File: config.mk
export PLATFORM = sky130hd
export DESIGN_NAME = inst_encoder_flat
export DESIGN_NICKNAME = d
export VERILOG_FILES = /design/src/rtl/riscv_pkg.sv /design/src/rtl/inst_encoder_if.sv /design/src/rtl/inst_encoder_imm_pack.sv /design/src/rtl/inst_encoder.sv /design/src/flat_wrapper.sv
export SDC_FILE = /design/constraint.sdc
export NUM_CORES = 1
export LEC_CHECK = 0
export ABC_CLOCK_PERIOD_IN_PS = 2200
export CORE_ASPECT_RATIO = 1.2
export CORE_MARGIN = 5
export CORE_UTILIZATION = 41
export CTS_CLUSTER_DIAMETER = 120
export CTS_CLUSTER_SIZE = 24
export DETAILED_ROUTE_END_ITERATION = 8
export GPL_TIMING_DRIVEN = 0
export PLACE_DENSITY_LB_ADDON = 0.3
export RECOVER_POWER = 25
export SKIP_CTS_REPAIR_TIMING = 1
export SLEW_MARGIN = 10
export SYNTH_ARGS = -nofsm -noshare
export SYNTH_HDL_FRONTEND = slang
export SYNTH_SLANG_ARGS = --single-unit
export TNS_END_PERCENT = 20
File: constraint.sdc
create_clock -name clk -period 2.2 [get_ports clk]
set_input_delay 0.44 -clock clk [delete_from_list [all_inputs] [get_ports clk]]
set_output_delay 0.44 -clock clk [all_outputs]
set_load 0.01 [all_outputs]
File: src/rtl/riscv_pkg.sv
`default_nettype none
// ============================================================================
//  Module      : riscv_pkg
//  Description : Shared RV64I encoding constants for the instruction encoder.
//                Holds the ld/sd/branch opcodes, the request-kind enum and the
//                signed immediate ranges of the 12-bit and 13-bit formats.
//  Revision    : 1.0 - initial release
// ============================================================================
package riscv_pkg;

    localparam logic [6:0] OP_LOAD   = 7'b0000011;
    localparam logic [6:0] OP_STORE  = 7'b0100011;
    localparam logic [6:0] OP_BRANCH = 7'b1100011;

    typedef enum logic [1:0] {
        K_LD  = 2'd0,
        K_SD  = 2'd1,
        K_BR  = 2'd2,
        K_ILL = 2'd3
    } kind_e;

    // I/S-type immediates: 12-bit signed
    localparam logic signed [63:0] IMM12_MIN = -64'sd2048;
    localparam logic signed [63:0] IMM12_MAX =  64'sd2047;
    // B-type immediates: 13-bit signed, always even
    localparam logic signed [63:0] IMM13_MIN = -64'sd4096;
    localparam logic signed [63:0] IMM13_MAX =  64'sd4094;

endpackage
`default_nettype wire

File: src/rtl/inst_encoder_if.sv
`default_nettype none
// ============================================================================
//  Module      : inst_encoder_if
//  Description : Request and output valid/ready streams of the encoder.
//                Request : in_valid/in_ready + kind, funct3, rd, rs1, rs2, imm
//                Output  : out_valid/out_ready + out_inst, out_addr
//                slave modport = encoder side, master modport = driver side.
//  Revision    : 1.0 - initial release
// ============================================================================
interface inst_encoder_if
    import riscv_pkg::*;
#(
    parameter int ADDR_W = 32
);
    logic              in_valid;
    logic              in_ready;
    kind_e             in_kind;
    logic [2:0]        in_funct3;
    logic [4:0]        in_rd;
    logic [4:0]        in_rs1;
    logic [4:0]        in_rs2;
    logic [63:0]       in_imm;
    logic              out_valid;
    logic              out_ready;
    logic [31:0]       out_inst;
    logic [ADDR_W-1:0] out_addr;

    modport slave (
        input  in_valid, in_kind, in_funct3, in_rd, in_rs1, in_rs2, in_imm,
        output in_ready,
        output out_valid, out_inst, out_addr,
        input  out_ready
    );

    modport master (
        output in_valid, in_kind, in_funct3, in_rd, in_rs1, in_rs2, in_imm,
        input  in_ready,
        input  out_valid, out_inst, out_addr,
        output out_ready
    );
endinterface
`default_nettype wire

File: src/rtl/inst_encoder_imm_pack.sv
`default_nettype none
// ============================================================================
//  Module      : imm_pack
//  Description : Combinational range check and bit scatter of a 64-bit signed
//                immediate into an RV64I ld / sd / branch instruction word.
//                Inputs : kind, funct3, rd, rs1, rs2, imm[63:0]
//                Outputs: inst[31:0], legal
//  Revision    : 1.0 - initial release
// ============================================================================
module imm_pack
    import riscv_pkg::*;
(
    input  kind_e       kind,
    input  logic [2:0]  funct3,
    input  logic [4:0]  rd,
    input  logic [4:0]  rs1,
    input  logic [4:0]  rs2,
    input  logic [63:0] imm,
    output logic [31:0] inst,
    output logic        legal
);

    logic signed [63:0] w_imm_s;
    logic               w_fits12;
    logic               w_fits13;

    // Full 64-bit signed compare: any stray high bit makes the value out of range
    assign w_imm_s  = imm;
    assign w_fits12 = (w_imm_s >= IMM12_MIN) && (w_imm_s <= IMM12_MAX);
    assign w_fits13 = (w_imm_s >= IMM13_MIN) && (w_imm_s <= IMM13_MAX) && !imm[0];

    always_comb begin
        inst  = '0;
        legal = 1'b0;
        case (kind)
            K_LD: begin
                inst  = {imm[11:0], rs1, funct3, rd, OP_LOAD};
                legal = w_fits12;
            end
            K_SD: begin
                inst  = {imm[11:5], rs2, rs1, funct3, imm[4:0], OP_STORE};
                legal = w_fits12;
            end
            K_BR: begin
                inst  = {imm[12], imm[10:5], rs2, rs1, funct3, imm[4:1], imm[11], OP_BRANCH};
                legal = w_fits13;
            end
            default: begin
                inst  = '0;
                legal = 1'b0;
            end
        endcase
    end

endmodule
`default_nettype wire

File: src/rtl/inst_encoder.sv
`default_nettype none
// ============================================================================
//  Module      : inst_encoder
//  Description : Encodes ld / sd / branch requests into RV64I words and emits
//                them with an auto-incrementing byte address. Illegal
//                requests are consumed, dropped and counted.
//                Ports: clk, reset_n (async, active low), start (sync
//                restart), bus (inst_encoder_if.slave), err (sticky),
//                reject_cnt (saturating).
//  Revision    : 1.0 - initial release
// ============================================================================
module inst_encoder
    import riscv_pkg::*;
#(
    parameter int                ADDR_W    = 32,
    parameter logic [ADDR_W-1:0] BASE_ADDR = '0,
    parameter int                CNT_W     = 8
)(
    input  logic              clk,
    input  logic              reset_n,
    input  logic              start,
    inst_encoder_if.slave     bus,
    output logic              err,
    output logic [CNT_W-1:0]  reject_cnt
);

    logic [31:0]       w_inst;
    logic              w_legal;
    logic              w_ready;
    logic              w_accept;

    logic              r_out_valid;
    logic [31:0]       r_out_inst;
    logic [ADDR_W-1:0] r_out_addr;
    logic [ADDR_W-1:0] r_next_addr;
    logic              r_err;
    logic [CNT_W-1:0]  r_reject_cnt;

    imm_pack u_imm_pack (
        .kind   (bus.in_kind),
        .funct3 (bus.in_funct3),
        .rd     (bus.in_rd),
        .rs1    (bus.in_rs1),
        .rs2    (bus.in_rs2),
        .imm    (bus.in_imm),
        .inst   (w_inst),
        .legal  (w_legal)
    );

    // Ready whenever the output slot is empty or being drained this cycle;
    // held low during start so a request is never consumed by a flush.
    assign w_ready  = !start && (!r_out_valid || bus.out_ready);
    assign w_accept = bus.in_valid && w_ready;

    always_ff @(posedge clk or negedge reset_n) begin
        if (!reset_n) begin
            r_out_valid  <= 1'b0;
            r_out_inst   <= '0;
            r_out_addr   <= BASE_ADDR;
            r_next_addr  <= BASE_ADDR;
            r_err        <= 1'b0;
            r_reject_cnt <= '0;
        end else if (start) begin
            r_out_valid  <= 1'b0;
            r_next_addr  <= BASE_ADDR;
            r_err        <= 1'b0;
            r_reject_cnt <= '0;
        end else if (w_accept && w_legal) begin
            r_out_valid <= 1'b1;
            r_out_inst  <= w_inst;
            r_out_addr  <= r_next_addr;
            r_next_addr <= r_next_addr + ADDR_W'(4);
        end else begin
            if (w_accept) begin
                r_err <= 1'b1;
                if (r_reject_cnt != '1) begin
                    r_reject_cnt <= r_reject_cnt + CNT_W'(1);
                end
            end
            if (bus.out_ready) begin
                r_out_valid <= 1'b0;
            end
        end
    end

    assign bus.in_ready  = w_ready;
    assign bus.out_valid = r_out_valid;
    assign bus.out_inst  = r_out_inst;
    assign bus.out_addr  = r_out_addr;
    assign err           = r_err;
    assign reject_cnt    = r_reject_cnt;

endmodule
`default_nettype wire

File: src/flat_wrapper.sv
// flat-port wrapper written by rule: the top's interface ports become plain ports
module inst_encoder_flat import riscv_pkg::*;
#(
    parameter int                ADDR_W    = 32,
    parameter logic [ADDR_W-1:0] BASE_ADDR = '0,
    parameter int                CNT_W     = 8
)
  (clk, reset_n, start, err, reject_cnt, bus_in_valid, bus_in_kind, bus_in_funct3, bus_in_rd, bus_in_rs1, bus_in_rs2, bus_in_imm, bus_in_ready, bus_out_valid, bus_out_inst, bus_out_addr, bus_out_ready);
  inst_encoder_if #(.ADDR_W(ADDR_W)) bus_i ();
  input  logic clk;
  input  logic reset_n;
  input  logic start;
  output logic err;
  output logic [CNT_W-1:0] reject_cnt;
  input wire logic [$bits(bus_i.in_valid)-1:0] bus_in_valid;
  input wire logic [$bits(bus_i.in_kind)-1:0] bus_in_kind;
  input wire logic [$bits(bus_i.in_funct3)-1:0] bus_in_funct3;
  input wire logic [$bits(bus_i.in_rd)-1:0] bus_in_rd;
  input wire logic [$bits(bus_i.in_rs1)-1:0] bus_in_rs1;
  input wire logic [$bits(bus_i.in_rs2)-1:0] bus_in_rs2;
  input wire logic [$bits(bus_i.in_imm)-1:0] bus_in_imm;
  output wire logic [$bits(bus_i.in_ready)-1:0] bus_in_ready;
  output wire logic [$bits(bus_i.out_valid)-1:0] bus_out_valid;
  output wire logic [$bits(bus_i.out_inst)-1:0] bus_out_inst;
  output wire logic [$bits(bus_i.out_addr)-1:0] bus_out_addr;
  input wire logic [$bits(bus_i.out_ready)-1:0] bus_out_ready;
  assign bus_i.in_valid = bus_in_valid;
  assign bus_i.in_kind = bus_in_kind;
  assign bus_i.in_funct3 = bus_in_funct3;
  assign bus_i.in_rd = bus_in_rd;
  assign bus_i.in_rs1 = bus_in_rs1;
  assign bus_i.in_rs2 = bus_in_rs2;
  assign bus_i.in_imm = bus_in_imm;
  assign bus_in_ready = bus_i.in_ready;
  assign bus_out_valid = bus_i.out_valid;
  assign bus_out_inst = bus_i.out_inst;
  assign bus_out_addr = bus_i.out_addr;
  assign bus_i.out_ready = bus_out_ready;
  inst_encoder #(.ADDR_W(ADDR_W), .BASE_ADDR(BASE_ADDR), .CNT_W(CNT_W)) u_core (.clk(clk), .reset_n(reset_n), .start(start), .bus(bus_i), .err(err), .reject_cnt(reject_cnt));
endmodule
# Word level (Yosys, flattened, before mapping)
# Cells that the tools add are included.
word_totals:
  register_bits: 106
  in_bits: 89
  out_inout_bits: 75
  word_cells: 50
classes:
  n_addsub: 2
  magnitude_cmp: 4
  eq_ne: 4
  mux: 14
  n_bitwise: 1
  n_reduce_logical: 19
ops:
  columns: ["op", "count"]
  rows:
  - ["$pmux W32 S3", 1]
  - ["$ge A64 B12 Y1 const B", 1]
  - ["$ge A64 B13 Y1 const B", 1]
  - ["$le A64 B12 Y1 const B", 1]
  - ["$le A64 B13 Y1 const B", 1]
  - ["$mux W32", 2]
  - ["$add A32 B3 Y32 const B", 1]
  - ["$mux W8", 4]
  - ["$add A8 B1 Y8 const B", 1]
  - ["$ne A8 B8 Y1 const B", 1]
  - ["$logic_and A1 B1 Y1", 6]
  - ["$mux W1", 6]
  - ["$reduce_bool A2 Y1", 3]
  - ["$reduce_and A2 Y1", 2]
  - ["$logic_not A1 Y1", 3]
  - ["$reduce_and A3 Y1", 1]
  - ["$reduce_bool A3 Y1", 1]
  - ["$eq A2 B1 Y1 const B", 1]
  - ["$eq A2 B2 Y1 const B", 1]
  - ["$logic_not A2 Y1", 1]
  - ["$ne A2 B2 Y1 const B", 1]
  - ["$pmux W1 S2", 1]
  - ["$reduce_or A2 Y1", 1]
  - ["$logic_or A1 B1 Y1", 1]
  - ["$not A1 Y1", 1]

# Longest topological paths before layout
# Gate-level depths: netlist of run 1.
depth:
  ltp_word: 7
  mapped_depth: 11
  depth_no_buf: 8

# Cells and area by module
# A second synthesis of run 1 with hierarchy kept.
hier_totals:
  hier_cells: 586
  hier_area_um2: 5132.4
by_module_without_submodules:
  columns: ["mod", "n_inst", "cells_each", "area_each_um2", "seq_area_each_um2"]
  rows:
  - ["inst_encoder", 1, 489, 4501.8, 2552.4]
  - ["imm_pack", 1, 97, 630.6, 0.0]

# Worst setup path before layout of run 1
# Ideal clock, no wire load.
synth_path:
  path_kind: "input -> register"
  startpoint: "in bus_in_kind[0]"
  endpoint: "reg u_core.r_next_addr[26]"
  setup_time_ns: 0.136
  arrival_time_ns: 2.361
  t_required_ns: 2.064
  path_slack_ns: -0.297
  cell_stages: 10
  n_path_buf: 2
  cell_sequence: "inv_1 ha_1 nor2b_1 o211ai_1 or4_4 a21o_1 buf_2 buf_2 o41ai_1 a21oi_1"
synth_between:
  elab_chain_cells: 5
  elab_cells_between_ends: 7
  classes_between: "eq/ne (2); mux (1); reduce/logical (4)"
synth_rtl:
  columns: ["item", "line", "rtl"]
  rows:
  - ["start, declared", "flat_wrapper.sv:16", "input wire logic [$bits(bus_i.in_kind)-1:0] bus_in_kind;"]
  - ["$eq A2 B1 Y1 / $logic_not A2 Y1 (equally long branches)", "inst_encoder_imm_pack.sv:35", "case (kind)"]
  - ["$reduce_or A2 Y1 (no line)", null, null]
  - ["$pmux W1 S2 *", "inst_encoder_imm_pack.sv:35", null]
  - ["$logic_and A1 B1 Y1 *", "inst_encoder.sv:68", "end else if (w_accept && w_legal) begin"]
  - ["$reduce_bool A2 Y1 (no line) *", null, null]
  - ["end signal, assigned", "inst_encoder.sv:72", "r_next_addr <= r_next_addr + ADDR_W'(4);"]
  - ["end, declared", "inst_encoder.sv:35", "logic [ADDR_W-1:0] r_next_addr;"]
# Mark *: on every way between the ends. The rest lies on a longest branch, timed or not.
# A chain may end at the register's enable or synchronous reset.

# Worst setup path in the final report of run 1
layout_path:
  startpoint: "in bus_in_imm[42]"
  endpoint: "reg u_core.r_next_addr[29]"
layout_between:
  elab_chain_cells: 6
  elab_cells_between_ends: 10
  classes_between: "order compare (4); mux (1); reduce/logical (5)"
layout_rtl:
  columns: ["item", "line", "rtl"]
  rows:
  - ["start, declared", "flat_wrapper.sv:21", "input wire logic [$bits(bus_i.in_imm)-1:0] bus_in_imm;"]
  - ["$ge A64 B13 Y1 / $le A64 B13 Y1 (equally long branches)", "inst_encoder_imm_pack.sv:30", "assign w_fits13 = (w_imm_s >= IMM13_MIN) && (w_imm_s <= IMM13_MAX) && !imm[0];"]
  - ["$logic_and A1 B1 Y1 (2 in series)", "inst_encoder_imm_pack.sv:30", null]
  - ["$pmux W1 S2 *", "inst_encoder_imm_pack.sv:35", null]
  - ["$logic_and A1 B1 Y1 *", "inst_encoder.sv:68", null]
  - ["$reduce_bool A2 Y1 (no line) *", null, null]
# Marked as above.

==> out/summary.txt, run 1 <==
outcome = finished with violations
failing checks = negative setup slack
Startpoint Class = primary input
max-cap check violation count = 0
crit end category = register
core footprint = 0.0115 sq mm
CTS tree = done
Power, Total = 3670 uW
P per Cell Area = 490 mW/mm^2
Final WS setup = -0.141 ns
worst hold-check path type = in -> async
Arrival @ worst endpoint = 2.61 ns
initial antenna violation count = 0
Worst-Margin Slew = 1.23 ns
drt wl/cell = 17.4 um
sw power = 877 uW
Vias = 4,962
Seq/Total Area, Yosys = 50.9%
total gr overflow = 0
fin crit share = 106%
starting density of the core = 41.8%
setup violators final = 41
Buffers on Ports = 157
ant diodes = 0
syn_area_per_cell = 8.80 sq um
Max Freq = 0.427 GHz
Max Buffers Root-to-Sink = 2
CTS buffer count = 9
Clk Latency, worst-skew pair = 0.35 ns
RSZ-0062 raised after global routing = yes
hpwl dp = 11,300 um
Max transition margin = 18.0%
Die X = 109 um
Sw Share = 23.9%
Area Growth Syn to Fin = 55.6%
combinational power share = 9.6%
drt drc = 0
share of post-route cells with drive strength above 1 = 18.4%
Placer Congestion = 0.888
FF+latch count, synth = 98
synthesized area = 0.00482 sq mm
leakage = 0.00338 uW
crit path cell chain = buf_6 > nor4_4 > nand4_1 > or4_4 > a21o_4 > buf_6 > or4_4 > a21oi_2
Placement Cell Area = 0.00671 sq mm
IO Pins = 164
Power Internal = 2790 uW
Initial DRC Count = 317
Clock transition at path regs = 0.06 ns
FP Rows = 43
Nets = 830
Ys Warns = 0
Flop pwr share = 49.4%
clock network power share = 41.0%
antenna-violating nets left = 0
CTS H-tree lvls = 3
die span in y = 129 um
Fillers = 995
root buffer cell = clkbuf_16
Post-synth EDFFs = 0
pin count of the biggest net entering global routing = 51
# clock sinks = 98
first-pass GRT wire length = 23,400 um
DR pass1 iterations = 5
Worst R2R Setup Slack = -0.03 ns
die area = 0.0140 sq mm
Final Max Slew Viols = 0
Layout Cell Area excl Fill = 0.00749 sq mm
gr usage total = 21.2%
CP max stage cell = or4_4
Final min period = 2.34 ns
FF-to-FF path depth = 7
count of cell types in the netlist = 44
vias in the first global route = 4,972
Critical Path Fanout Max = 6
Hold Fails Final Rpt = 0
r2r endpoint = u_core.r_next_addr[29]
async set-reset flop share out of synthesis = 100%
overall routed net length = 15,600 um
cells after synthesis = 547
critical path class = in -> reg
top_reg_cell synth = dfrtp_1
R2R Path Start = u_core.bus.out_valid
Via-to-Cell Ratio = 5.54
Crit path largest cell delay = 0.63 ns
clk_skew = 0.0109 ns
Req. time, crit path = 2.47 ns
worst vdd ir = 0.305 mV
synthesized netlist by cell type (all sizes together), types with 3 or more instances:
| master | n | share of area [%] |
|---|---|---|
| inv | 9 | 0.70 |
| nand3 | 33 | 3.4 |
| o21ai | 30 | 3.1 |
| nand2b | 3 | 0.39 |
| dfrtp | 98 | 51 |
| nand2 | 148 | 12 |
| nor2 | 16 | 1.2 |
| clkbuf | 18 | 1.4 |
| nand4 | 25 | 3.2 |
| nor3 | 7 | 0.73 |
| nand3b | 5 | 0.78 |
| buf | 17 | 2.1 |
| a31oi | 3 | 0.39 |
| nor4 | 16 | 2.1 |
| a22oi | 9 | 1.4 |
| xnor2 | 3 | 0.55 |
| a21oi | 31 | 3.2 |
| and3 | 3 | 0.39 |
| o31ai | 16 | 2.5 |
| or3 | 11 | 1.4 |
| ha | 7 | 1.8 |
| nor2b | 3 | 0.39 |
| or4 | 14 | 2.3 |
| a211oi | 3 | 0.47 |
cell usage in the layout (no fill, tap or decap), drive strengths merged, types with 2 or more instances in the layout:
cell	count
nand2	148
clkdlybuf4s50	100
dfrtp	98
buf	45
clkbuf	42
nand3	33
dlymetal6s2s	31
a21oi	31
o21ai	30
nand4	25
nor2	16
o31ai	16
nor4	16
or4	14
or3	11
inv	11
a22oi	9
nor3	7
ha	7
nand3b	5
conb	5
a31oi	3
and3	3
xnor2	3
a211oi	3
nand2b	3
nor2b	3
or2	2
and4	2
nand4bb	2
clkinvlp	2
a2111oi	2
worst max-delay path by stage:
stage,startpoint,cells after the start,end
after floorplan,bus_in_imm[18],7,u_core.r_next_addr[29]
after CTS,bus_in_kind[1],11,u_core.bus.out_addr[4]
after global routing,bus_in_imm[41],9,u_core.r_next_addr[24]
after global placement,reset_n,1,u_core.bus.out_inst[12]
after detailed placement,bus_in_kind[1],11,u_core.bus.out_addr[4]
final,bus_in_imm[42],8,u_core.r_next_addr[29]
power by group through the flow:
| stage | Combinational (uW) | Clock [uW] | Sequential, uW |
|---|---|---|---|
| CTS | 345 | 1520 | 1810 |
| detailed placement | 344 | 0 | 1850 |
| global route | 381 | 1580 | 1810 |
| global placement | 331 | 0 | 1850 |
| floorplan | 80.0 | 0 | 1850 |
| finish | 354 | 1500 | 1810 |
stage by stage:
stage	setup slack, ns	utilization (%)	cells	TNS, ns	hold WS [ns]
floorplan	-0.203	-	551	-6.45	0.144
CTS	-0.907	60.7	882	-64.43	0.134
detailed placement	-1.22	58.3	866	-98.51	0.456
global route	-0.191	65.1	896	-6.43	0.396
global placement	-2.92	58.1	865	-379.21	0.448
finish	-0.141	65.1	896	-1.96	0.343
sequential cells by signal, summed over array words and instances (netlist names):
register,count
u_core.r_next_addr,30
u_core.err,1
u_core.bus.out_valid,1
u_core.bus.out_addr,30
u_core.reject_cnt,8
u_core.bus.out_inst,28
layer usage:
| layer | GRT usage [%] | wire, um | part of all wire [%] | up-vias |
|---|---|---|---|---|
| li1 | - | - | - | 2318 |
| met3 | 6.12 | 1140 | 7.3 | 41 |
| met4 | 8.84 | 507 | 3.3 | 0 |
| met2 | 37.7 | 8130 | 52 | 214 |
| met1 | 23.5 | 5790 | 37 | 2389 |
| met5 | 0 | 0 | 0 | - |
kinds of logic (layout without fill, tap and decap cells):
kind of cell,after synthesis,count (layout),share of synthesized area (%)
flops,98,98,50.9
fa+ha+maj,7,7,1.82
mux,1,1,0.234
xor+xnor,3,3,0.546
buf+inv,44,232,4.16
simple gates,292,292,29.4
other cells,1,5,0.0779
compound gates,101,101,12.9
final cells by class:
| class | instances | area (sq um) | area share (%) |
|---|---|---|---|
| clock buffers | 11 | 243 | 3.24 |
| plain buffers | 35 | 308 | 4.11 |
| inverters | 9 | 41.3 | 0.551 |
| multi-input cells | 409 | 2500 | 33.3 |
| well taps | 157 | 196 | 2.62 |
| flip-flops and latches | 98 | 2450 | 32.7 |
| clock inverters | 5 | 37.5 | 0.501 |
| repair buffers | 172 | 1720 | 22.9 |
critical path, delay by kind of cell:
| family | cells | cell delay, ns |
|---|---|---|
| buffers and inverters | 2 | 0.23 |
| and+or+nand+nor | 4 | 1.53 |
| AOI/OAI and AO/OA | 2 | 0.40 |
Power figures use the tool's default switching activity.
==> inputs of run 2 (changes only) <==
--- a/config.mk
+++ b/config.mk
@@ -16,6 +16,7 @@
 export PLACE_DENSITY_LB_ADDON = 0.3
 export RECOVER_POWER = 25
 export SKIP_CTS_REPAIR_TIMING = 1
+export SKIP_LAST_GASP = 1
 export SLEW_MARGIN = 10
 export SYNTH_ARGS = -nofsm -noshare
 export SYNTH_HDL_FRONTEND = slang
==> run 2 against run 1 <==
Effect of this change:
- the run still ends with negative setup slack left
- register-to-register slack better by 0.04 ns
- critical endpoint unchanged
- clock skew up 0.0012 ns
- wire length down 0.91%
==> out/summary.txt, run 2 (synthesis results as in run 1) <==
Via-to-Cell Ratio = 5.51
Hold Fails Final Rpt = 0
ant diodes = 0
Layout Cell Area excl Fill = 0.00744 sq mm
max-cap check violation count = 0
Sw Share = 23.8%
outcome = finished with violations
CTS tree = done
CTS H-tree lvls = 3
setup violators final = 74
met3 wire len = 1190 um
hold slack = 0.344 ns
P per Cell Area = 492 mW/mm^2
most frequent cells in the layout = 146 x nand2_1, 100 x clkdlybuf4s50_1, 97 x dfrtp_1
Top Layer Used = met4
fin crit share = 107%
overall routed net length = 15,400 um
Clk Latency, worst-skew pair = 0.35 ns
RSZ-0062 raised after global routing = yes
clock network power share = 40.9%
Fillers = 1,001
core footprint = 0.0115 sq mm
Max transition margin = 18.1%
drt wl/cell = 17.2 um
clk_skew = 0.0121 ns
leakage = 0.00336 uW
share of post-route cells with drive strength above 1 = 17.6%
Power, Total = 3660 uW
# clock sinks = 98
Vias = 4,938
total gr overflow = 0
Req. time, crit path = 2.47 ns
Power Internal = 2790 uW
hpwl dp = 11,300 um
Final Max Slew Viols = 0
root buffer cell = clkbuf_16
die span in y = 129 um
initial antenna violation count = 0
sw power = 870 uW
Final WS setup = -0.145 ns
TNS Setup = -3.75 ns
gr usage total = 21.2%
metal2 WL = 8030 um
Clock transition at path regs = 0.06 ns
Initial DRC Count = 283
Worst Setup Slack post-DPL = -1.22 ns
most common cell after layout, fill and taps aside = nand2_1
worst vdd ir = 0.303 mV
Critical Path Fanout Max = 6
starting density of the core = 41.8%
Buffers on Ports = 157
DR pass1 iterations = 5
worst hold-check path type = in -> async
Area Growth Syn to Fin = 54.4%
pin count of the biggest net entering global routing = 51
critical path class = in -> reg
IO Pins = 164
Max Buffers Root-to-Sink = 2
die area = 0.0140 sq mm
Placer Congestion = 0.888
drt drc = 0
FP Rows = 43
combinational power share = 9.6%
M1 wire length = 5790 um
antenna-violating nets left = 0
crit end category = register
failing checks = negative setup slack
Flop pwr share = 49.5%
Placement Cell Area = 0.00671 sq mm
Worst-Margin Slew = 1.23 ns
first-pass GRT wire length = 23,400 um
CTS buffer count = 9
Max Freq = 0.426 GHz
Nets = 830
Arrival @ worst endpoint = 2.62 ns
Final min period = 2.34 ns
vias in the first global route = 4,972
Startpoint Class = primary input
Die X = 109 um
==> run 2: changes by cell type in the layout (fill, tap and decap cells not counted), moves of 2 or more <==
cell and delta:
buf_8 -2, clkbuf_2 +2, buf_4 -2, o21ai_1 -5, o21ai_0 +6
==> run 2: final cells by class <==
cell class | count | area (sq um) | share of cell area, %
plain buffers | 35 | 280 | 3.77
clock buffers | 11 | 243 | 3.26
clock inverters | 5 | 37.5 | 0.505
inverters | 9 | 41.3 | 0.555
multi-input cells | 409 | 2470 | 33.2
flip-flops and latches | 98 | 2450 | 33.0
well taps | 157 | 196 | 2.64
repair buffers | 172 | 1710 | 23.1
==> run 2: per-stage QoR <==
step                utilization (%)  instances
finish                         64.6        896
global route                   64.6        896
CTS                            60.7        882
detailed placement             58.3        866
global placement               58.1        865
floorplan                         -        551
==> run 2: power by group through the flow <==
stage / logic [uW] / registers (uW) / clock network (uW)
4_1_cts: 345 / 1810 / 1520
3_5_place_dp: 344 / 1850 / 0
6_report: 352 / 1810 / 1500
5_1_grt: 379 / 1810 / 1580
3_3_place_gp: 331 / 1850 / 0
2_1_floorplan: 80.0 / 1850 / 0
==> run 2: worst paths after layout <==
kind	startpoint	endpoint	slack [ns]	depth (start not counted)
max	bus_in_imm[29]	u_core.r_next_addr[29]	-0.14	8
min	reset_n	u_core.bus.out_addr[21]	0.34	1
max reg2reg	u_core.bus.out_valid	u_core.r_next_addr[29]	0.01	7
min reg2reg	u_core.bus.out_addr[25]	u_core.bus.out_addr[25]	0.46	2
max in group asynchronous	reset_n	u_core.r_next_addr[5]	1.00	2
min in group clk	bus_in_imm[12]	u_core.bus.out_inst[31]	0.39	3
==> run 2: routing by layer <==
metal	global-route usage [%]	vias to the layer above
met5	0	-
met4	8.84	0
met3	6.12	35
met2	37.7	220
met1	23.5	2363
li1	-	2320
==> run 2: worst max-delay path, cell delays in order <==
cell,delay (ns)
buf_6,0.10
nor4_2,0.26
nand4_1,0.17
or4_4,0.62
a21o_4,0.26
buf_6,0.13
or4_4,0.48
a21oi_2,0.14
==> inputs of run 3 (changes only) <==
--- a/config.mk
+++ b/config.mk
@@ -5,6 +5,7 @@
 export SDC_FILE = /design/constraint.sdc
 export NUM_CORES = 1
 export LEC_CHECK = 0
+export ABC_AREA = 0
 export ABC_CLOCK_PERIOD_IN_PS = 2200
 export CORE_ASPECT_RATIO = 1.2
 export CORE_MARGIN = 5
@@ -17,7 +18,7 @@
 export RECOVER_POWER = 25
 export SKIP_CTS_REPAIR_TIMING = 1
 export SKIP_LAST_GASP = 1
-export SLEW_MARGIN = 10
+export SLEW_MARGIN = 20
 export SYNTH_ARGS = -nofsm -noshare
 export SYNTH_HDL_FRONTEND = slang
 export SYNTH_SLANG_ARGS = --single-unit
==> run 3 against run 2 <==
Effect of this change:
- the run still ends with negative setup slack left
- largest cell class unchanged
- sequential share of layout area fell by 0.078 points
- critical path depth up 2
- via count about the same
- core utilization up 0.15 points
- total power decreased by 0.17%
- fmax is 0.33% higher
- highest routed layer unchanged
==> out/summary.txt, run 3 (synthesis results as in run 1) <==
outcome = finished with violations
failing checks = negative setup slack
drt drc = 0
Hold Fails Final Rpt = 0
hpwl dp = 11,300 um
total gr overflow = 0
Max transition margin = 18.5%
Die X = 109 um
CP Buf/Inv Count = 3
Worst-Margin Slew = 1.22 ns
die span in y = 129 um
Vias = 4,937
overall routed net length = 15,600 um
worst vdd ir = 0.303 mV
clk_skew = 0.00698 ns
CTS buffer count = 9
Top delay family on crit path = simple AND/OR/NAND/NOR gates
Via-to-Cell Ratio = 5.50
root buffer cell = clkbuf_16
crit end category = register
Placed Cells = 866
leakage = 0.00337 uW
max-cap check violation count = 0
FP Rows = 43
starting density of the core = 41.8%
Initial DRC Count = 318
Power, Total = 3660 uW
core footprint = 0.0115 sq mm
vias in the first global route = 4,966
TNS Setup = -2.77 ns
crit path cell chain = buf_8 > inv_6 > ha_4 > nor2b_4 > o211ai_1 > or4_4 > a21o_4 > buf_6 > or4_4 > a21oi_2
Clk Latency, worst-skew pair = 0.34 ns
hold slack = 0.340 ns
Final WS setup = -0.137 ns
setup violators final = 69
gr usage total = 21.2%
most used cell along the critical path = or4_4
CTS H-tree lvls = 3
Area Growth Syn to Fin = 54.8%
CP max stage cell = or4_4
Max Freq = 0.428 GHz
Final Max Slew Viols = 0
first-pass GRT wire length = 23,400 um
Critical Path Fanout Max = 6
Req. time, crit path = 2.47 ns
P per Cell Area = 490 mW/mm^2
Final Util = 64.7%
# clock sinks = 98
ant diodes = 0
Nets = 831
Final Non-Filler Cells = 897
pin count of the biggest net entering global routing = 51
Clock transition at path regs = 0.07 ns
Max Buffers Root-to-Sink = 2
drt wl/cell = 17.4 um
Final min period = 2.34 ns
most frequent cells in the layout = 146 x nand2_1, 100 x clkdlybuf4s50_1, 97 x dfrtp_1
critical path class = in -> reg
CTS tree = done
Crit path largest cell delay = 0.55 ns
Buffers on Ports = 157
worst hold-check path type = in -> async
share of post-route cells with drive strength above 1 = 17.4%
Placer Congestion = 0.888
Startpoint Class = primary input
fin crit share = 106%
antenna-violating nets left = 0
Fillers = 1,010
IO Pins = 164
Arrival @ worst endpoint = 2.61 ns
RSZ-0062 raised after global routing = yes
initial antenna violation count = 0
die area = 0.0140 sq mm
most common cell after layout, fill and taps aside = nand2_1
DR pass1 iterations = 7
## run 3: cell types whose count changed in the layout (fill, tap and decap cells not counted), sizes merged
cell / change
buf: +1
## run 3: worst reg2reg max path, stage by stage (launching register included)
cell	delay, ns
dfrtp_1	0.38
nor2b_1	0.17
nor3b_4	0.37
nand2b_2	0.20
a21o_4	0.26
buf_6	0.13
or4_4	0.48
a21oi_2	0.15
## run 3: where the power goes
group          total (uW)  switching [uW]  leakage, uW  internal, uW
clock network        1490             687     0.000133           804
logic                 351             170      0.00187           181
registers            1810            5.68      0.00136          1810
## run 3: layer usage
layer / up-vias / wire length [um] / global-route usage [%]
met5: - / 0 / 0
met4: 0 / 432 / 8.54
met3: 33 / 1140 / 6.12
met2: 195 / 8270 / 37.8
met1: 2391 / 5760 / 23.6
li1: 2318 / - / -
## run 3: worst paths after layout
kind	from	end	slack, ns	cells past startpoint
min in group clk	bus_in_imm[12]	u_core.bus.out_inst[31]	0.39	3
hold / removal	reset_n	u_core.bus.out_addr[23]	0.34	1
max in group asynchronous	reset_n	u_core.r_next_addr[5]	1.01	2
setup reg to reg	u_core.bus.out_valid	u_core.r_next_addr[29]	-0.01	7
hold reg to reg	u_core.bus.out_addr[25]	u_core.bus.out_addr[25]	0.46	2
setup / recovery	bus_in_kind[0]	u_core.r_next_addr[29]	-0.14	10
## run 3: final cells by class
type	instances	area [sq um]	area share (%)
multi-input combinational	409	2460	33.0
clock inverter	5	37.5	0.504
sequential	98	2450	32.9
timing repair buffer	173	1740	23.3
buffer	35	283	3.79
clock buffer	11	243	3.26
inverter	9	41.3	0.554
tap	157	196	2.64
## run 3: metrics by stage
stage | worst slack [ns] | area, sq um
CTS | -0.909 | 7000
global route | -0.194 | 7450
floorplan | -0.203 | 4920
global placement | -2.92 | 6690
finish | -0.137 | 7450
detailed placement | -1.22 | 6720
